[src/rtl/dot_seq.sv]
// Matrix-vector product beat sequencer: streams vec[col]*mat[row][col] beats row by row.
// Optional row index output enabled by defining DOT_SEQ_ROWIDX_EN.
module dot_seq #(
  parameter int IW = 8,
  parameter int LW = 6,
  parameter int AW = 10
) (
  input  logic                   clk,
  input  logic                   rst,
  input  logic                   start,
  input  logic [LW-1:0]          rows,
  input  logic [LW-1:0]          cols,
  output logic                   busy,
  output logic                   done,
  output logic                   mem_ren,
  output logic [LW-1:0]          vec_addr,
  output logic [AW-1:0]          mat_addr,
  input  logic signed [IW-1:0]   vec_rdata,
  input  logic signed [IW-1:0]   mat_rdata,
  output logic signed [2*IW-1:0] data,
  output logic                   ovalid,
  output logic                   first,
  output logic                   last,
  input  logic                   ordy
`ifdef DOT_SEQ_ROWIDX_EN
  ,
  output logic [LW-1:0]          row_idx
`endif
);

  typedef enum logic [1:0] {IDLE, RUN, DRAIN} state_t;

  state_t                 state, state_n;
  logic [LW-1:0]          rows_r, cols_r, col, row;
  logic                   p1_valid, p1_first, p1_last;
  logic                   zero_done, stall, col_end, row_end, accept, go_zero;
  logic signed [2*IW-1:0] prod;
`ifdef DOT_SEQ_ROWIDX_EN
  logic [LW-1:0]          p1_row;
`endif

  assign prod     = vec_rdata * mat_rdata;
  assign vec_addr = col;
  assign busy     = (state != IDLE);

  always_comb begin
    state_n = state;
    mem_ren = 1'b0;
    done    = zero_done;
    accept  = 1'b0;
    go_zero = 1'b0;
    stall   = ovalid & ~ordy;
    col_end = (col == cols_r - LW'(1));
    row_end = (row == rows_r - LW'(1));
    case (state)
      IDLE: begin
        if (start) begin
          if (rows != '0 && cols != '0) begin
            accept  = 1'b1;
            state_n = RUN;
          end else begin
            go_zero = 1'b1;
          end
        end
      end
      RUN: begin
        if (!stall) begin
          mem_ren = 1'b1;
          if (col_end && row_end) state_n = DRAIN;
        end
      end
      DRAIN: begin
        // Pipeline is empty once stage 1 is idle and the output beat (if any) leaves now.
        if (!p1_valid && !stall) begin
          state_n = IDLE;
          done    = 1'b1;
        end
      end
      default: state_n = IDLE;
    endcase
  end

  always_ff @(posedge clk) begin
    if (rst) state <= IDLE;
    else     state <= state_n;
  end

  always_ff @(posedge clk) begin
    if (rst) begin
      rows_r    <= '0;
      cols_r    <= '0;
      col       <= '0;
      row       <= '0;
      mat_addr  <= '0;
      zero_done <= 1'b0;
      p1_valid  <= 1'b0;
      p1_first  <= 1'b0;
      p1_last   <= 1'b0;
      ovalid    <= 1'b0;
      first     <= 1'b0;
      last      <= 1'b0;
      data      <= '0;
`ifdef DOT_SEQ_ROWIDX_EN
      p1_row    <= '0;
      row_idx   <= '0;
`endif
    end else begin
      zero_done <= go_zero;
      if (accept) begin
        rows_r   <= rows;
        cols_r   <= cols;
        col      <= '0;
        row      <= '0;
        mat_addr <= '0;
      end else if (mem_ren) begin
        // Row-major order makes row*cols+col a plain incrementing address.
        mat_addr <= mat_addr + AW'(1);
        if (col_end) begin
          col <= '0;
          row <= row + LW'(1);
        end else begin
          col <= col + LW'(1);
        end
      end
      if (!stall) begin
        p1_valid <= mem_ren;
        p1_first <= mem_ren & (col == '0);
        p1_last  <= mem_ren & col_end;
        ovalid   <= p1_valid;
        data     <= p1_valid ? prod : '0;
        first    <= p1_valid & p1_first;
        last     <= p1_valid & p1_last;
`ifdef DOT_SEQ_ROWIDX_EN
        p1_row   <= mem_ren ? row : '0;
        row_idx  <= p1_valid ? p1_row : '0;
`endif
      end
    end
  end

endmodule

[config.mk]
export PLATFORM = sky130hd
export DESIGN_NAME = dot_seq
export DESIGN_NICKNAME = d
export VERILOG_FILES = /design/src/rtl/dot_seq.sv
export SDC_FILE = /design/constraint.sdc
export NUM_CORES = 1
export LEC_CHECK = 0
export ABC_AREA = 0
export ABC_CLOCK_PERIOD_IN_PS = 4500
export CAP_MARGIN = 20
export CELL_PAD_IN_SITES_DETAIL_PLACEMENT = 0
export CELL_PAD_IN_SITES_GLOBAL_PLACEMENT = 1
export CORE_MARGIN = 2
export CORE_UTILIZATION = 39
export CTS_CLUSTER_SIZE = 28
export DETAILED_ROUTE_END_ITERATION = 12
export PLACE_DENSITY_LB_ADDON = 0.08
export SLEW_MARGIN = 5
export SYNTH_ARGS = -nofsm -noshare
export SYNTH_HDL_FRONTEND = slang
export SYNTH_SLANG_ARGS = --single-unit
[constraint.sdc]
create_clock -name clk -period 4.5 [get_ports clk]
set_input_delay 0.9 -clock clk [delete_from_list [all_inputs] [get_ports clk]]
set_output_delay 0.9 -clock clk [all_outputs]
set_load 0.005 [all_outputs]
; After elaboration in Yosys (flattened, before gate mapping)
; Index checks and enable logic that the tools add are counted.
; W data, S select, Z words.
[op_classes]
addsub = 5
n_mul = 1
n_div = 0
order_cmp = 0
eq_ne = 9
n_shift = 0
n_mux = 16
bitwise = 8
n_reduce_logical = 14
[op_table]
columns = op, count
row1 = $mul A8 B8 Y16, 1
row2 = $mux W16, 1
row3 = $add A6 B1 Y6 const B, 2
row4 = $eq A6 B6 Y1, 2
row5 = $reduce_bool A6 Y1, 2
row6 = $sub A6 B1 Y6 const B, 2
row7 = $add A10 B1 Y10 const B, 1
row8 = $mux W2, 5
row9 = $ne A2 B2 Y1 const B, 5
row10 = $mux W1, 8
row11 = $logic_not A6 Y1, 1
row12 = $mux W6, 1
row13 = $pmux W2 S3, 1
row14 = $and A1 B1 Y1, 5
row15 = $reduce_and A5 Y1, 1
row16 = $logic_and A1 B1 Y1, 3
row17 = $not A1 Y1, 3
row18 = $reduce_or A3 Y1, 1
row19 = $eq A2 B1 Y1 const B, 1
row20 = $eq A2 B2 Y1 const B, 1
row21 = $logic_not A1 Y1, 2
row22 = $logic_not A2 Y1, 1
row23 = $reduce_and A2 Y1, 1
row24 = $reduce_bool A2 Y1, 1
row25 = $reduce_or A2 Y1, 1
[word_totals]
regBits = 59
latch_bits = 0
mem_bits_rw = 0
rom_bits = 0
input_bits = 32
output_inout_bits = 38
n_memories = 0

; Longest topological paths before layout
; Gate-level depths: netlist of run 1.
[logic_depth]
word_depth = 6
mapped_depth = 16
ltp_nobuf = 16

; Worst setup path before layout of run 1
; Ideal clock, no wire load.
[synth_path]
path_type = input-to-reg
start = input port mat_rdata[0]
end = register data[15]
setup_time_ps = 117
arrival_ps = 4505
slack_ps = -122
path_stages = 16
n_path_buf = 0
path_cell_list = and2_1 ha_1 inv_1 fa_1 inv_1 fa_1 inv_1 fa_1 inv_1 ha_1 o211ai_1 nand2_1 a41oi_1 a21oi_1 xnor2_1 a22o_1
[synth_via]
elab_chain_len = 2
[synth_lines]
columns = element, line
row1 = start: declaration, 19  ; input logic signed [IW-1:0] mat_rdata,
row2 = $mul A8 B8 Y16, 42  ; assign prod = vec_rdata * mat_rdata;
row3 = $mux W16, 130  ; data <= p1_valid ? prod : '0;
row4 = end signal: assignment, 130
row5 = end: declaration, 20  ; output logic signed [2*IW-1:0] data,
; Every way passes these cells.
; A chain may end at the register's enable or synchronous reset.

; Worst setup path in the final report of run 1
[layout_path]
start = input port vec_rdata[3]
end = register data[14]
[layout_via]
elab_chain_len = 2
[layout_lines]
columns = element, line
row1 = start: declaration, 18  ; input logic signed [IW-1:0] vec_rdata,
row2 = $mul A8 B8 Y16, 42
row3 = $mux W16, 130
; Every way passes these cells.

==> results of run 1 <==
critical path: cells and delay by family:
family	cells	cell delay, ps
buf+inv	6	560
xor+xnor	1	140
compound gates	3	610
simple gates	1	160
fa+ha+maj	5	2270
registers in the layout, summed over array words and instances, names as in the netlist:
register   count
first          1
cols_r         6
mat_addr      10
p1_valid       1
data          16
zero_done      1
row            6
state          2
vec_addr       6
p1_last        1
ovalid         1
last           1
rows_r         6
p1_first       1
cell usage in the layout, fill, tap and decap left out, drive strengths merged, types with 12 or more instances in the layout:
cell type,Yosys,final
ha,35,35
a21oi,27,27
inv,95,95
clkdlybuf4s50,0,53
xnor2,21,21
dfxtp,59,59
buf,3,67
nor2,41,41
and2,46,46
xor2,19,19
nor2b,13,13
clkbuf,12,12
mux2i,13,13
fa,55,55
nand2,46,46
nand3,19,19
final timing paths:
| check | to | slack (ps) | start |
|---|---|---|---|
| max | data[14] | 90 | vec_rdata[3] |
| min | data[0] | 450 | data[0] |
| max reg2reg | state[0] | 1820 | cols_r[0] |
| min reg2reg | data[0] | 450 | data[0] |
cell usage after synthesis, types with 2 or more instances:
| library cell | instances |
|---|---|
| nor2b_1 | 13 |
| nor2_1 | 41 |
| nand2_1 | 45 |
| a211oi_1 | 5 |
| a2111oi_0 | 2 |
| o21ai_0 | 5 |
| or4_1 | 2 |
| clkbuf_1 | 12 |
| mux2i_1 | 13 |
| a21oi_1 | 27 |
| xor2_1 | 19 |
| inv_1 | 95 |
| fa_1 | 55 |
| buf_1 | 3 |
| nand3_1 | 19 |
| o211ai_1 | 3 |
| or3_1 | 4 |
| nor3_1 | 7 |
| a22o_1 | 7 |
| a31o_2 | 4 |
| and2_1 | 46 |
| nand2b_1 | 8 |
| dfxtp_1 | 59 |
| a31oi_1 | 4 |
| nand3b_1 | 3 |
| a21o_1 | 3 |
| nor4_1 | 4 |
| o21a_1 | 5 |
| and3_1 | 2 |
| nand4_1 | 8 |
| xnor2_1 | 21 |
| ha_1 | 35 |
kinds of logic (layout without fill, tap and decap cells):
logic type	count (synthesis)	after routing	share of synthesized area (%)
AND/OR/NAND/NOR	209	209	20.6
adder cells (fa/ha/maj)	90	90	29.4
AO/OA/AOI/OAI	74	74	10.0
multiplexers	14	14	2.70
buffers and inverters	111	235	7.96
XOR/XNOR	40	40	6.70
flip-flops	59	59	22.6
metrics by stage:
stage	power [mW]	worst slack [ps]	std cells	TNS (ps)	hold WS [ps]
3_5_place_dp	2.34	-844	881	-6400	446
6_report	3.26	94.3	897	0	450
2_1_floorplan	1.76	-1.50	597	-1.50	432
5_1_grt	3.58	-40.3	897	-43.3	470
4_1_cts	3.16	-4.14	897	-4.14	452
3_3_place_gp	2.35	-827	881	-6170	440
power by group:
group          switching, mW  total (mW)  internal [mW]
Sequential            0.0295       0.584          0.554
Combinational          0.905        1.93           1.02
Clock                  0.248       0.747          0.499
routing by layer:
| metal | vias up | track usage (%) | share of wire [%] |
|---|---|---|---|
| met5 | - | 0 | 0 |
| met4 | 0 | 3.31 | 0.54 |
| met3 | 7 | 4.42 | 4.4 |
| met2 | 67 | 27.8 | 46 |
| met1 | 2129 | 26.2 | 49 |
| li1 | 2168 | - | - |
cell type report:
| type | instances | area (um2) |
|---|---|---|
| clock buffer | 10 | 239 |
| clock inverter | 6 | 88.8 |
| fill | 1284 | 6160 |
| inverter | 96 | 363 |
| multi-input combinational | 427 | 3880 |
| sequential | 59 | 1180 |
| tap | 176 | 220 |
| timing repair buffer | 123 | 1050 |
repair_timing:
item	4_1_cts	5_1_grt
resized for setup	74	59
hold endpoints to repair	0	0
setup endpoints to repair	9	8
pin swaps	12	31
setup buffers	0	1
==> run metrics, run 1 <==
Placer Congestion between 0.8 and 0.9; final setup vio count 0; layout cell share with drive strength beyond 1 20.0%; CTS tree built; TritonRoute pass-1 iters 4; RSZ-0062 raised after global routing true; P&R area growth vs syn 34.3%; global-route usage over all layers a little under a fifth; WHS Path Cells 2; row count 42; crit path kind primary input to flop; Slew Limit Fails 0; sequential-to-total area share from yosys stat between 20% and 30%; die area around 14000 um2; DRT antenna net count 0; FMAX 227 MHz; Clk Latency, worst-skew pair 330 ps; Worst Skew just under 4 ps; CP cell instances buf_2, buf_4, and2_4, fa_2, fa_2, fa_1, inv_1, fa_1, inv_2, ha_4, buf_4, inv_1, o211ai_1, a31oi_4, xnor2_1, a22o_1; Max Buffers Root-to-Sink 2; synthesized area per cell between 8 and 9 um2; critical path's largest stage delay around 560 ps; CTS clk-pin slew, worst paths around 50 ps; outcome completed; largest net degree at the start of global routing 21; global-route wire length before repair 20.9 mm; root buffer cell clkbuf_16; R2R depth 7; DR WL/cell 13.3 um; Final Cycle Share 97.9%; DR DRC count 0; pwr dens between 400 and 500 nW/um2; fin area around 7000 um2; Netlist cell types 50; slowest cell on the critical path fa_2; DP Area between 6000 and 7000 um2; CP startpoint kind primary input; I/O pin cnt 70; Synth area leader dfxtp_1; port bufs 69; Final HPWL DP ~9.6 mm; H-tree Lvls 3; Hold Crit Class flop to flop; 1st-iter DRT viols approximately 160; final design utilization 53.3%; initial antenna violation count 0; crit path DAT ~4600 ps; leakage about 3.1 nW; Slew @ Worst Pin between 700 and 800 ps; via count of the first global-routing pass 4468; Die H 120 um; starting utilization of the core area about two fifths; synth top area cells dfxtp_1, fa_1, ha_1, inv_1, and2_1; cells after synthesis roughly 600; Core Area 13200 um2; hold buffers post-CTS 0; Worst VDD drop approximately 0.00028 V; crit path time final between 4000 and 5000 ps; Crit. End Element flop; Layout Nets between 800 and 900; crit path max fanout 5; Seq cells post-synth 59; Final Hold Fails 0; CTS buffer count 9; Worst Path Required 4720 ps; wirelength, routed between 10 and 15 mm; grt ovf 0; top cell type's share of synthesized area a little under a quarter; top_reg_cell synth dfxtp_1; Die X ~120 um; synthesized cell area 5230 um2; Net Count, Synth approximately 700; Async S/R FF share, synth 0%; EDFF count, synth 0; DR vias/cell between 4 and 5; Max-Cap Viols 0; Antenna diodes 0; Ys Warns 0; via count 4371; clk sinks 59; Rel. slew slack 47.6%
No activity file was read; power rests on OpenSTA's default activity.
==> run 2, diff against run 1 <==
--- a/config.mk
+++ b/config.mk
@@ -12,8 +12,10 @@
 export CELL_PAD_IN_SITES_GLOBAL_PLACEMENT = 1
 export CORE_MARGIN = 2
 export CORE_UTILIZATION = 39
+export CTS_BUF_LIST = sky130_fd_sc_hd__clkbuf_16
 export CTS_CLUSTER_SIZE = 28
 export DETAILED_ROUTE_END_ITERATION = 12
+export HOLD_SLACK_MARGIN = 0.1
 export PLACE_DENSITY_LB_ADDON = 0.08
 export SLEW_MARGIN = 5
 export SYNTH_ARGS = -nofsm -noshare
==> run metrics, run 2 (synthesis gave the netlist of run 1 again) <==
outcome completed; starting utilization of the core area 39.7% (unchanged); setup ws final 93.8 ps (-0.567 ps); CP Depth 16 (unchanged); pwr dens 462 nW/um2 (-0.44%); largest net degree at the start of global routing 21 (unchanged); Slew Limit Fails 0 (unchanged); CTS clk-pin slew, worst paths 50 ps (about the same); total power 3.24 mW (-0.58%); Final HPWL DP 9.56 mm (unchanged); DR vias/cell 4.87 (about the same); total negative slack 0 ps (unchanged); Rel. slew slack 46.8% (-0.82 points); grt ovf 0 (unchanged); Hold Crit Class flop to flop; Die X 120 um (unchanged); global-route wire length before repair 20.9 mm (+0.10%); clk sinks 59 (unchanged); FMAX 227 MHz (about the same); CTS tree built; crit path max fanout 5 (unchanged); RSZ-0062 raised after global routing true; row count 42 (unchanged); 1st-iter DRT viols 166 (+6.4%); Worst Skew 3.95 ps (+0.0252 ps); met2 wire len 5.45 mm (-0.48%); placed cell count 881 (unchanged); wire length on met1 6.03 mm (+2.6%); min-delay src data[0]; port bufs 69 (unchanged); crit path kind primary input to flop; initial antenna violation count 0 (unchanged); biggest regs data: 16 flops, mat_addr: 10 flops; most frequent cells in the layout inv_1, dfxtp_1, buf_4, clkdlybuf4s50_1, fa_1; WP buf/inv 6 (unchanged); TritonRoute pass-1 iters 4 (unchanged); global-route usage over all layers 18.1% (+0.020 points); via count 4369 (-0.046%); DR DRC count 0 (unchanged); FILL cells 1287 (+0.23%); crit path time final 4410 ps (+0.567 ps); final setup vio count 0 (unchanged); Antenna diodes 0 (unchanged); P&R area growth vs syn 34.1%; Worst Setup Slack post-DPL -844 ps (unchanged); Crit. Startpoint vec_rdata[3]; DR WL/cell 13.3 um (+0.27%); R2R depth 7 (unchanged); Slew @ Worst Pin 794 ps (+12.2 ps); via count of the first global-routing pass 4467 (-0.022%); Crit. End Element flop; Finished Layout Cells 897 (unchanged); die area 14400 um2 (unchanged); max reg flops 16 (unchanged); Final Cycle Share 97.9% (about the same); Worst VDD drop 0.000281 V (about the same); crit path DAT 4630 ps (about the same); critical path's largest stage delay 560 ps (about the same); hold buffers post-CTS 0 (unchanged); Layout Nets 838 (unchanged); met3 wire len 436 um (-18%); leakage 3.07 nW (-0.18%); Core Area 13200 um2 (unchanged); slowest cell on the critical path fa_2; leading cell type in the layout, fill and taps excluded inv_1; DRT antenna net count 0 (unchanged); layout cell share with drive strength beyond 1 19.8% (-0.14 points); Max Buffers Root-to-Sink 2 (unchanged); Worst Path Required 4720 ps (about the same); highest metal used met4; I/O pin cnt 70 (unchanged); H-tree Lvls 3 (unchanged); wirelength, routed 12.0 mm (+0.27%); WHS Path Cells 2 (unchanged); Final Hold Fails 0 (unchanged); Die H 120 um (unchanged); root buffer cell clkbuf_16; most flop-heavy register data; Clk Latency, worst-skew pair 330 ps (about the same); reg-to-reg critical path startpoint cols_r[0]; Placer Congestion 0.801 (unchanged); CP startpoint kind primary input; area of the multi-input gates 3880 um2 (unchanged); delay-heaviest family, CP adder cells; CTS buffer count 9 (unchanged); Max-Cap Viols 0 (unchanged); FF+latch area 1180 um2 (unchanged); CP cell instances buf_2, buf_4, and2_4, fa_2, fa_2, fa_1, inv_1, fa_1, inv_2, ha_4, buf_4, inv_1, o211ai_1, a31oi_4, xnor2_1, a22o_1
## run 2: changes by cell type in the layout (fill, tap and decap cells not counted), sizes merged
cell | before | now
clkbuf | 12 | 11
clkinv | 3 | 4
## run 2: stage by stage
stage	hold WS, ps	util, %	cell area, um2
after floorplan	432	-	5320
after global placement	440	49.8	6580
after detailed placement	446	49.8	6580
after CTS	452	52.5	6920
after global routing	470	53.2	7020
final	450	53.2	7020
## run 2: where the power goes
part	total, mW	leakage (nW)	switching, mW	internal (mW)
clock network	0.729	0.149	0.247	0.482
registers	0.584	0.479	0.0298	0.554
logic	1.93	2.45	0.903	1.02
total	3.24	3.07	1.18	2.06
## run 2: cell type report
type                            instances  area share [%]
Clock buffer                            9            3.21
Tap cell                              176            3.14
Inverter                               96            5.17
Clock inverter                          7            1.32
Sequential cell                        59            16.8
Multi-Input combinational cell        427            55.3
Timing Repair Buffer                  123            15.0
## run 2: timing repair
item / 4_1_cts / 5_1_grt
pin swaps: 12 / 31
setup buffers: 0 / 1
resized for setup: 74 / 59
endpoints found under the setup margin: 9 / 8
## run 2: path summary, 6_finish.rpt
path / end / slack [ps]
setup / recovery: data[14] / 90
hold / removal: data[0] / 450
setup reg to reg: state[0] / 1820
hold reg to reg: data[0] / 450
## run 2: worst min-delay path, delay by kind of cell, from the launching register on
| family | cells | cell delay [ps] |
|---|---|---|
| flops | 1 | 310 |
| compound gates | 1 | 50 |
| simple gates | 1 | 50 |
## run 2: layer usage
layer | vias to the layer above | track usage [%]
li1 | 2165 | -
met1 | 2136 | 26.2
met2 | 62 | 27.8
met3 | 6 | 4.42
met4 | 0 | 3.31
met5 | - | 0
